### src/rtl/dldo_switch_array_driver.sv
// dldo_switch_array_driver
//   Takes the 14-bit power-switch code SROUT from the DLDO controller and
//   drives the PMOS switch array gates. The array is split into two parts:
//     - 63 unary segments of 256 LSB each, controlled by code[13:8]
//     - 8 binary-weighted switches, controlled by code[7:0]
//   Before SROUT becomes the target it must be seen on two consecutive
//   samples. Unary segment changes are rate-limited to UNIT_STEP per cycle
//   so that the supply di/dt stays bounded. The binary weights follow the
//   target directly because each one is smaller than a single segment.
//
// Parameters
//   UNIT_STEP   max unary segments changed per CLKD cycle (1..8)
//   SETTLE_CYC  consecutive idle cycles before SETTLED asserts (1..7)
//
// Ports
//   CLKD       in   1   controller clock, rising edge
//   RST        in   1   asynchronous active-high reset (all switches off)
//   SROUT      in   14  target code; bit=1 means the weight is OFF
//   FORCE_OFF  in   1   synchronous emergency all-off
//   PG_UNARY   out  63  unary gate drive; bit i = 1 when i < u_cur (segment off)
//   PG_BIN     out  8   binary gate drive; 1 = switch off
//   CUR_CODE   out  14  applied code {u_cur, PG_BIN}
//   BUSY       out  1   unary ramp still in progress
//   SETTLED    out  1   array has been held at target for SETTLE_CYC cycles
//
// Settle FSM
//   state    | meaning
//   ST_HOLD  | at target, idle counter below SETTLE_CYC
//   ST_RAMP  | unary segments still stepping toward target (BUSY=1)
//   ST_LOCK  | at target for SETTLE_CYC cycles (SETTLED=1)

module dldo_switch_array_driver #(
    parameter int UNIT_STEP  = 2,
    parameter int SETTLE_CYC = 3
) (
    input  logic        CLKD,
    input  logic        RST,
    input  logic [13:0] SROUT,
    input  logic        FORCE_OFF,
    output logic [62:0] PG_UNARY,
    output logic [7:0]  PG_BIN,
    output logic [13:0] CUR_CODE,
    output logic        BUSY,
    output logic        SETTLED
);

    localparam logic [13:0] CODE_OFF = 14'h3FFF;
    localparam logic [5:0]  U_OFF    = 6'd63;
    localparam logic [5:0]  STEP     = 6'(UNIT_STEP);
    localparam logic [2:0]  CNT_MAX  = 3'(SETTLE_CYC);

    typedef enum logic [1:0] {
        ST_HOLD = 2'b00,
        ST_RAMP = 2'b01,
        ST_LOCK = 2'b10
    } state_t;

    logic [13:0] r_s1;
    logic [13:0] r_tgt;
    logic [5:0]  r_u_cur;
    logic [7:0]  r_pg_bin;
    logic [62:0] r_pg_unary;
    logic [2:0]  r_cnt;
    state_t      r_state;

    logic [13:0] w_s1_nxt;
    logic [13:0] w_tgt_nxt;
    logic [5:0]  w_u_nxt;
    logic [7:0]  w_bin_nxt;
    logic [62:0] w_pg_unary_nxt;
    logic [2:0]  w_cnt_nxt;
    state_t      w_state_nxt;

    logic [5:0]  w_u_tgt;
    logic [5:0]  w_up_diff;
    logic [5:0]  w_dn_diff;
    logic [5:0]  w_u_ramp;
    logic        w_tgt_load;
    logic        w_tgt_new;
    logic        w_busy;

    assign w_u_tgt    = r_tgt[13:8];
    assign w_busy     = (r_u_cur != w_u_tgt);
    assign w_tgt_load = (SROUT == r_s1);
    assign w_tgt_new  = w_tgt_load && (SROUT != r_tgt);

    // Step toward the registered target by at most STEP. The step is clamped
    // to the remaining distance, so the ramp lands exactly on the target and
    // u_cur can never leave 0..63.
    always_comb begin
        w_up_diff = w_u_tgt - r_u_cur;
        w_dn_diff = r_u_cur - w_u_tgt;
        w_u_ramp  = r_u_cur;
        if (w_u_tgt > r_u_cur) begin
            w_u_ramp = r_u_cur + ((w_up_diff > STEP) ? STEP : w_up_diff);
        end else if (w_u_tgt < r_u_cur) begin
            w_u_ramp = r_u_cur - ((w_dn_diff > STEP) ? STEP : w_dn_diff);
        end
    end

    // Next-state and datapath update. FORCE_OFF overrides everything else and
    // skips the rate limit, because turning switches off is always safe.
    always_comb begin
        w_s1_nxt    = SROUT;
        w_tgt_nxt   = r_tgt;
        w_u_nxt     = w_u_ramp;
        w_bin_nxt   = r_tgt[7:0];
        w_cnt_nxt   = r_cnt;
        w_state_nxt = r_state;

        if (w_tgt_load) begin
            w_tgt_nxt = SROUT;
        end

        // A ramp in progress, or a freshly accepted target, restarts the
        // settle window. Otherwise the counter saturates at CNT_MAX.
        if (w_busy || w_tgt_new) begin
            w_cnt_nxt = 3'd0;
        end else if (r_cnt < CNT_MAX) begin
            w_cnt_nxt = r_cnt + 3'd1;
        end

        if (FORCE_OFF) begin
            w_s1_nxt  = CODE_OFF;
            w_tgt_nxt = CODE_OFF;
            w_u_nxt   = U_OFF;
            w_bin_nxt = 8'hFF;
            w_cnt_nxt = 3'd0;
        end

        // The state is a function of the values that will be registered, so
        // SETTLED comes straight from a flop.
        if (w_u_nxt != w_tgt_nxt[13:8]) begin
            w_state_nxt = ST_RAMP;
        end else if (w_cnt_nxt == CNT_MAX) begin
            w_state_nxt = ST_LOCK;
        end else begin
            w_state_nxt = ST_HOLD;
        end
    end

    // The gate drive is registered from the next u_cur so the array pins
    // come straight off flops and never glitch during decode.
    always_comb begin
        w_pg_unary_nxt = '0;
        for (int i = 0; i < 63; i++) begin
            w_pg_unary_nxt[i] = (6'(i) < w_u_nxt);
        end
    end

    always_ff @(posedge CLKD or posedge RST) begin
        if (RST) begin
            r_s1       <= CODE_OFF;
            r_tgt      <= CODE_OFF;
            r_u_cur    <= U_OFF;
            r_pg_bin   <= 8'hFF;
            r_pg_unary <= '1;
            r_cnt      <= 3'd0;
            r_state    <= ST_HOLD;
        end else begin
            r_s1       <= w_s1_nxt;
            r_tgt      <= w_tgt_nxt;
            r_u_cur    <= w_u_nxt;
            r_pg_bin   <= w_bin_nxt;
            r_pg_unary <= w_pg_unary_nxt;
            r_cnt      <= w_cnt_nxt;
            r_state    <= w_state_nxt;
        end
    end

    assign PG_UNARY = r_pg_unary;
    assign PG_BIN   = r_pg_bin;
    assign CUR_CODE = {r_u_cur, r_pg_bin};
    assign BUSY     = w_busy;
    assign SETTLED  = (r_state == ST_LOCK);

endmodule
### config.mk
export PLATFORM = sky130hd
export DESIGN_NAME = dldo_switch_array_driver
export DESIGN_NICKNAME = d
export VERILOG_FILES = /design/src/rtl/dldo_switch_array_driver.sv
export SDC_FILE = /design/constraint.sdc
export NUM_CORES = 1
export LEC_CHECK = 0
export CAP_MARGIN = 20
export CORE_AREA = 2 2 136 138
export DETAILED_ROUTE_END_ITERATION = 8
export DIE_AREA = 0 0 138 140
export PLACE_DENSITY_LB_ADDON = 0.2
export SYNTH_ARGS = -nofsm -noshare
export SYNTH_HDL_FRONTEND = slang
export SYNTH_SLANG_ARGS = --single-unit
### constraint.sdc
create_clock -name CLKD -period 4.7 [get_ports CLKD]
set_clock_uncertainty 0.05 [all_clocks]
set_input_delay 0.94 -clock CLKD [delete_from_list [all_inputs] [get_ports CLKD]]
set_output_delay 0.94 -clock CLKD [all_outputs]
set_load 0.01 [all_outputs]
Word-level counts from Yosys, hierarchy flattened:

Index checks and enable logic that the tools add are counted.

* memory bits (read-only): 0
* latch bits: 0
* flip-flop bits (word level): 110
* memories: 0
* logic and storage cells: 104
* input port bits: 17
* output and inout bits: 87
* RAM bits: 0

* order comparisons: 68
* div/mod/pow operators: 0
* add/subtract/negate cells: 5
* muxes and demuxes: 14
* bitwise operators: 0
* eq/ne operators: 6
* shift-type cells: 0
* reductions and logical operators: 3
* multiply operators: 0

Operator list (count)
* 6-bit < comparator, first input constant: 31
* 5-bit by 6-bit < comparator with 1-bit output, first input constant: 16
* 4-bit by 6-bit < comparator with 1-bit output, first input constant: 8
* 14-bit 2-to-1 mux: 3
* 6-bit 2-to-1 mux: 5
* 3-bit by 6-bit < comparator with 1-bit output, first input constant: 4
* 6-bit subtractor: 3
* 14-bit equality test: 1
* 14-bit != test: 1
* 6-bit by 2-bit > comparator with 1-bit output, second input constant: 2
* 1-bit by 6-bit < comparator with 1-bit output, first input constant: 2
* 2-bit by 6-bit < comparator with 1-bit output, first input constant: 2
* 6-bit != test: 2
* 3-bit 2-to-1 mux: 3
* 8-bit 2-to-1 mux: 1
* 6-bit adder: 1
* 6-bit > comparator: 1
* 6-bit < comparator: 1
* 2-bit 2-to-1 mux: 2
* 3-bit by 1-bit adder with 3-bit output, second input constant: 1
* 3-bit by 2-bit equality test with 1-bit output, second input constant: 1
* 3-bit by 2-bit < comparator with 1-bit output, second input constant: 1
* 2-bit equality test, second input constant: 1
* 2-bit nonzero test: 1
* 2 further kinds: 2

Logic depth before layout (Yosys ltp):

Gate-level depths: netlist of run 1.

* depth after elaboration: 9
* mapped depth: 21
* gate-level depth less buffers: 20

Worst setup path before layout of run 1:

Ideal clock, no wire load.

* path kind: reg-to-reg
* start: register r_u_cur[4]
* end: register r_state[1]
* path slack: 0.541 ns
* required time: 4.550 ns
* stages on the path, launching flop included: 19
* period minus slack after synthesis: 4.159 ns
* arrival time: 4.009 ns
* setup time: 0.100 ns
* buffers on the path: 1
* cells stage by stage: dfstp_2 > inv_1 > ha_1 > buf_6 > or3_1 > a221oi_2 > o21bai_2 > nand2_1 > nor2_1 > nand3_1 > fa_1 > nor2b_1 > o21ai_0 > nor4b_1 > a2111oi_0 > a211oi_2 > xor2_1 > nand4_1 > nor4bb_1

* word-level cells in the longest chain between the ends: 9
* elaborated cells on any way between the ends: 21
* classes of those cells: 4 x add/sub; 4 x order compare; 3 x eq/ne; 9 x mux; 1 x reduce/logical

Ends and longest elaborated chain
* start, declared: line 60 `logic [5:0] r_u_cur;`
* start signal, assigned: line 163 `r_u_cur <= w_u_nxt;`
* 6-bit subtractor: line 92 `w_dn_diff = r_u_cur - w_u_tgt;`
* 6-bit by 2-bit > comparator with 1-bit output: line 97 `w_u_ramp = r_u_cur - ((w_dn_diff > STEP) ? STEP : w_dn_diff);`
* 6-bit 2-to-1 mux: line 97
* 6-bit subtractor: line 97
* 6-bit 2-to-1 mux: line 96 `end else if (w_u_tgt < r_u_cur) begin`
* 6-bit 2-to-1 mux: line 94 `if (w_u_tgt > r_u_cur) begin`
* 6-bit 2-to-1 mux: line 123 `if (FORCE_OFF) begin`
* 6-bit != test: line 133 `if (w_u_nxt != w_tgt_nxt[13:8]) begin`
* 2-bit 2-to-1 mux (*): line 133
* via w_state_nxt[1]: line 72 `state_t w_state_nxt;`
* end signal, assigned: line 167 `r_state <= w_state_nxt;`
* end, declared: line 64 `state_t r_state;`

Mark *: on every way through the listed nets, which the timed path passes. The rest lies on a longest branch.
A chain may end at the register's enable or synchronous reset.

Worst setup path in the final report of run 1:

Ends and elaborated chain as after synthesis.

==> results.cfg, run 1 <==
[run_status]
outcome = finished clean

[timing]
finalHoldViolations = 0
period_needed_ns = 4.44
maxSlewViolCount = 0
fin_crit_sh_pct = 94.4
relSlewSlack_pct = 58.5
fin_ws_ns = 0.262
setup_viol = 0
fmax_mhz = 225
tightest_slew_ns = 0.605

[floorplanning]
io_pins = 104
rows = 49
dieArea_mm2 = 0.0193
dieHeight_um = 140
start_util_pct = 31.5
coreArea_mm2 = 0.0178
die_w_um = 138

[clocking]
worstSkewPairLatency_ns = 0.36
cts_root_buf = clkbuf_16
cts_tree = built
post-cts-setup-buffers = 0
cts_sinks = 109
cts_buffer_depth = 2
numCtsBuffers = 9
ctsHtreeMaxLevel = 3
path_clk_slew_ns = 0.07

[setup_path]
worstSetupPathType = flop to flop
critPathMaxFanout = 5
critPathLaunchType = flop
cp.arrival_ns = 4.64
critPathMaxStageDelay_ns = 0.58
cp-end-kind = flop
worstPathRequired_ns = 4.91
crit_chain = inv_1, ha_1, or3_1, a221oi_2, o21bai_2, nand2_1, nor2_1, nand3_1, fa_1, nor2b_1, o21ai_0, a21oi_1, a2111oi_2, a211oi_4, xor2_1, nand4_1, nor4bb_1
cp_slowest_cell = dfstp_2

[logic_synthesis]
ys_ff_latch = 109
ys_seq_area_share_pct = 50.9
synth-main-ff-cell = dfstp_2
syn_area_per_cell_um2 = 10.9
async_flop_share_pct = 100
yosysMostFrequentCell = dfstp_2
synth_commonest_cells = dfstp_2 (104), a21oi_1 (29), inv_1 (27)
synth_top_area_cell = dfstp_2
yosys-top-cells-area = dfstp_2 (49%), ha_1 (4.5%), xor2_1 (3.7%)
yosysUniqueCellTypes = 68
ys_warn_count = 0
syn_inst = 514
synth_edf_count = 0
synth_area_mm2 = 0.00561
synth_top_area_share_pct = 48.7

[grt]
grt_overflow = 0
antenna_found_initial = 0
grt.total_usage_pct = 15.4
grt_pass1_vias = 4119
grt_pass1_wl_um = 23200
grt_max_degree = 82

[placement]
place.gp.congestion = 0.836
place.port_buffers = 103
pre_cts_ws_ns = -0.0112
dp_hpwl_um = 10600
dp.cells = 835

[finish]
multi_input_area_mm2 = 0.00248
nFillCells = 1762
n_antenna_cell = 0
layoutNonFillerInstCount = 852
area_growth_pct = 29.8
layout-drive-gt1-share_pct = 30.8
ff_latch_area_mm2 = 0.00286
finish.utilization_pct = 40.9
nets = 659

[job]
cap_violations = 0

[route]
vias_per_cell = 4.77
routed_wl_um = 14600
initialDrtViolationCount = 228
drc = 0
ant_nets = 0
wl_per_cell_um = 17.1
vias = 4062
drt_first_pass_iters = 4

[hold_path]
hold_path.class = flop to flop

[power]
ir_worst_vdd_mv = 0.261
p_leak_nw = 2.88
powerDensity_mw_per_mm2 = 641
[worst max-delay path, delay by kind of cell, from the launching register on]
kind,cells,cell delay [ns]
and+or+nand+nor,7,1.45
AOI/OAI and AO/OA,6,1.22
adders and majority gates,2,0.71
DFF,1,0.58
xor gates and xnor gates,1,0.24
buffers and inverters,1,0.10
[state kept, by name (all words and copies together), names as in the netlist]
register,flops
r_u_cur,5
r_cnt,3
PG_BIN,8
r_tgt,14
r_s1,14
PG_UNARY,63
r_state,2
[cells by family (layout without fill, tap and decap cells)]
group           after synthesis  in the layout  share of synthesized area [%]
simple gates                154            154                           15.0
flops                       109            109                           50.9
compound gates              108            108                           13.1
buf+inv                      63            168                           5.67
xor+xnor                     37             37                           6.02
fa+ha+maj                    24             24                           5.89
mux                          17             17                           3.21
other cells                   2              6                          0.134
[cells in the final DEF, fill, tap and decap left out, types with 7 or more instances in the layout]
master / Yosys / layout
clkbuf_16: 0 / 9
xor2_1: 24 / 24
a21o_1: 7 / 7
mux2i_1: 9 / 9
buf_4: 13 / 16
clkdlybuf4s50_1: 0 / 103
nor2_1: 19 / 19
inv_1: 27 / 26
mux2_2: 8 / 8
a211oi_1: 8 / 8
a21oi_1: 29 / 27
o21ai_1: 14 / 14
nor3_1: 16 / 16
or2_2: 22 / 22
dfstp_2: 104 / 104
nand3_1: 22 / 22
nand2_1: 25 / 25
ha_1: 20 / 20
o21ai_0: 14 / 14
xnor2_1: 12 / 12
[routing by layer]
layer	vias to the layer above	wire (um)	track usage [%]
li1	1979	-	-
met4	0	185	4.51
met1	1995	6670	20.4
met3	14	504	3.35
met2	74	7220	25.3
met5	-	0	0
[final timing paths]
kind,slack (ns),endpoint,cells past startpoint,startpoint
max,0.26,r_state[1],17,r_u_cur[4]
min,0.53,r_cnt[0],1,r_cnt[0]
max reg2reg,0.26,r_state[1],17,r_u_cur[4]
min reg2reg,0.53,r_cnt[0],1,r_cnt[0]
max in group asynchronous,2.77,r_s1[13],4,RST
min in group asynchronous,0.93,r_state[0],2,RST
[cell type report]
class	instances	share of cell area, %
clock buffers	11	3.33
clock inverters	5	0.894
well taps	229	3.94
repair buffers	123	16.9
flip-flops and latches	109	39.3
multi-input cells	346	34.1
inverters	29	1.53
[power breakdown]
part	switching [mW]	internal, mW	total, mW
clock	0.350	0.434	0.784
combinational	1.42	1.07	2.49
sequential	0.0807	1.31	1.39
total	1.85	2.81	4.66
[repair_timing]
item,CTS,global route
gates resized for setup,1,8
endpoints found under the setup margin,1,37
pin swaps,0,1
hold buffers,0,0
[stage by stage]
step | power [mW] | area [um2] | hold slack (ns) | setup TNS, ns
floorplan | 2.94 | 5620 | 0.460 | 0
global placement | 3.84 | 6920 | 0.476 | 0
detailed placement | 3.86 | 6920 | 0.516 | -0.0112
CTS | 4.68 | 7230 | 0.525 | 0
global route | 4.99 | 7280 | 0.583 | -0.00965
finish | 4.66 | 7280 | 0.530 | 0
Note: power is estimated with default switching activity, not from simulation.
==> run 2, diff against run 1 <==
--- a/config.mk
+++ b/config.mk
@@ -5,11 +5,14 @@
 export SDC_FILE = /design/constraint.sdc
 export NUM_CORES = 1
 export LEC_CHECK = 0
+export ABC_AREA = 0
 export CAP_MARGIN = 20
 export CORE_AREA = 2 2 136 138
 export DETAILED_ROUTE_END_ITERATION = 8
 export DIE_AREA = 0 0 138 140
 export PLACE_DENSITY_LB_ADDON = 0.2
+export SKIP_CTS_REPAIR_TIMING = 1
+export SLEW_MARGIN = 15
 export SYNTH_ARGS = -nofsm -noshare
 export SYNTH_HDL_FRONTEND = slang
 export SYNTH_SLANG_ARGS = --single-unit
==> results of run 2 <==
Final layout, timing and power as in run 1 (identical DEF).
==> run 3, diff against run 2 <==
--- a/config.mk
+++ b/config.mk
@@ -7,9 +7,10 @@
 export LEC_CHECK = 0
 export ABC_AREA = 0
 export CAP_MARGIN = 20
-export CORE_AREA = 2 2 136 138
+export CORE_AREA = 2 2 104 106
+export CTS_CLUSTER_DIAMETER = 60
 export DETAILED_ROUTE_END_ITERATION = 8
-export DIE_AREA = 0 0 138 140
+export DIE_AREA = 0 0 106 108
 export PLACE_DENSITY_LB_ADDON = 0.2
 export SKIP_CTS_REPAIR_TIMING = 1
 export SLEW_MARGIN = 15
==> constraint.sdc (replaced) <==
create_clock -name CLKD -period 5.8 [get_ports CLKD]
set_clock_uncertainty 0.05 [all_clocks]
set_input_delay 1.16 -clock CLKD [delete_from_list [all_inputs] [get_ports CLKD]]
set_output_delay 1.16 -clock CLKD [all_outputs]
set_load 0.01 [all_outputs]
==> results.cfg, run 3 (synthesis gave the netlist of run 1 again) <==
[timing]
fmax_mhz = 194
fin_hold_ws_ns = 0.518
fin_crit_sh_pct = 88.8
rsz0062_at_grt = no
fin_ws_ns = 0.648
period_needed_ns = 5.15
relSlewSlack_pct = 41.0
finalHoldViolations = 0
setup_tns_ns = 0
tightest_slew_ns = 0.863
maxSlewViolCount = 0
setup_viol = 0

[floorplanning]
io_pins = 104
dieArea_mm2 = 0.0114
coreArea_mm2 = 0.0102
dieHeight_um = 108
die_w_um = 106
rows = 37
start_util_pct = 54.8

[run_status]
outcome = finished clean

[clocking]
ctsHtreeMaxLevel = 3
cts_root_buf = clkbuf_8
numCtsBuffers = 9
cts_tree = built
worstSkewPairLatency_ns = 0.37
cts_buffer_depth = 2
path_clk_slew_ns = 0.10
cts_sinks = 109

[grt]
grt.total_usage_pct = 22.5
grt_pass1_wl_um = 20300
grt_overflow = 0
grt_max_degree = 73
grt_pass1_vias = 4095
antenna_found_initial = 0

[placement]
pre_cts_ws_ns = 0.691
place.port_buffers = 103
place.gp.congestion = 0.884
dp_hpwl_um = 9250

[route]
routed_wl_um = 12700
vias_per_cell = 5.49
drt_first_pass_iters = 6
drc = 0
ant_nets = 0
vias = 4083
initialDrtViolationCount = 271
wl_per_cell_um = 17.0

[setup_path]
rr_startpoint = r_u_cur[0]
r2r-end = PG_UNARY[42]
critPathMaxFanout = 41
path_buf_inv = 2
worstPathRequired_ns = 6.02
cp.arrival_ns = 5.37
worstSetupPathType = flop to flop
critPathMaxStageDelay_ns = 0.70
crit_path_frequent_cell = fa_1
reg2reg_slack_ns = 0.65
reg2reg_depth = 17
critPathLaunchType = flop
crit_chain = ha_1, inv_1, fa_1, a21boi_0, nor3_1, nand2_1, nor2_1, nand3_1, fa_1, nor2b_1, o21ai_0, nor4b_1, a2111oi_0, a211oi_4, buf_4, and2_1, a211oi_1
cp_top_family = simple AND/OR/NAND/NOR gates
cp_slowest_cell = a2111oi_0
cp-end-kind = flop

[job]
cap_violations = 0

[finish]
final_common_cell = dfstp_2
layout_common_cells = dfstp_2 (104), clkdlybuf4s50_1 (103), a21oi_1 (29), inv_1 (26), nand2_1 (25)
largest_reg_flops = 63
nets = 644
area_growth_pct = 23.1
finish.utilization_pct = 67.5
layout-drive-gt1-share_pct = 28.3
n_antenna_cell = 0

[hold_path]
hold_path.class = flop to flop
hold_depth = 1
holdCritStartpoint = r_cnt[0]
min_to = r_cnt[0]

[power]
ir_worst_vdd_mv = 0.332
powerDensity_mw_per_mm2 = 506
power_mw = 3.49
p_leak_nw = 2.75
## run 3: cell count changes in the layout (fill, tap and decap cells not counted), sizes merged
cell and delta:
clkinv +2, buf -15, clkbuf -2
## run 3: worst max path at each step
| stage | cells past startpoint | endpoint | startpoint |
|---|---|---|---|
| CTS | 17 | PG_UNARY[42] | r_u_cur[0] |
| global placement | 17 | PG_UNARY[42] | r_u_cur[4] |
| finish | 17 | PG_UNARY[42] | r_u_cur[0] |
| global route | 17 | PG_UNARY[42] | r_u_cur[0] |
| detailed placement | 17 | PG_UNARY[42] | r_u_cur[0] |
| floorplan | 18 | r_state[1] | r_u_cur[4] |
## run 3: report_power, final
part | internal [mW] | switching (mW)
clock network | 0.215 | 0.283
logic | 0.783 | 1.07
registers | 1.06 | 0.0820
## run 3: worst reg2reg max path, cell delays in order (launching register included)
cell and delay, ns:
dfstp_2 0.66, ha_1 0.20, inv_1 0.05, fa_1 0.41, a21boi_0 0.15, nor3_1 0.46, nand2_1 0.10, nor2_1 0.21
nand3_1 0.13, fa_1 0.40, nor2b_1 0.15, o21ai_0 0.11, nor4b_1 0.16, a2111oi_0 0.70, a211oi_4 0.10, buf_4 0.31
and2_1 0.37, a211oi_1 0.33
## run 3: stage by stage
step | cells | instance area, um2
2_1_floorplan | 518 | 5620
3_3_place_gp | 728 | 6680
3_5_place_dp | 728 | 6680
4_1_cts | 744 | 6900
5_1_grt | 744 | 6900
6_report | 744 | 6900
## run 3: final cells by class
type                    instances  area (um2)
inverters                      29         111
clock buffers                   9         124
well taps                     136         170
clock inverters                 7         103
repair buffers                108        1080
fillers                       808        3330
flip-flops and latches        109        2860
multi-input cells             346        2460
## run 3: routing by layer
metal  routed length (um)  share of wire [%]  global-route usage (%)  vias to the layer above
met3                  515                4.1                    4.16                       16
met2                 6200                 49                    37.8                       99
met5                    0                  0                       0                        -
met1                 5840                 46                    31.1                     2018
met4                  129                1.0                    4.51                        0
li1                     -                  -                       -                     1950
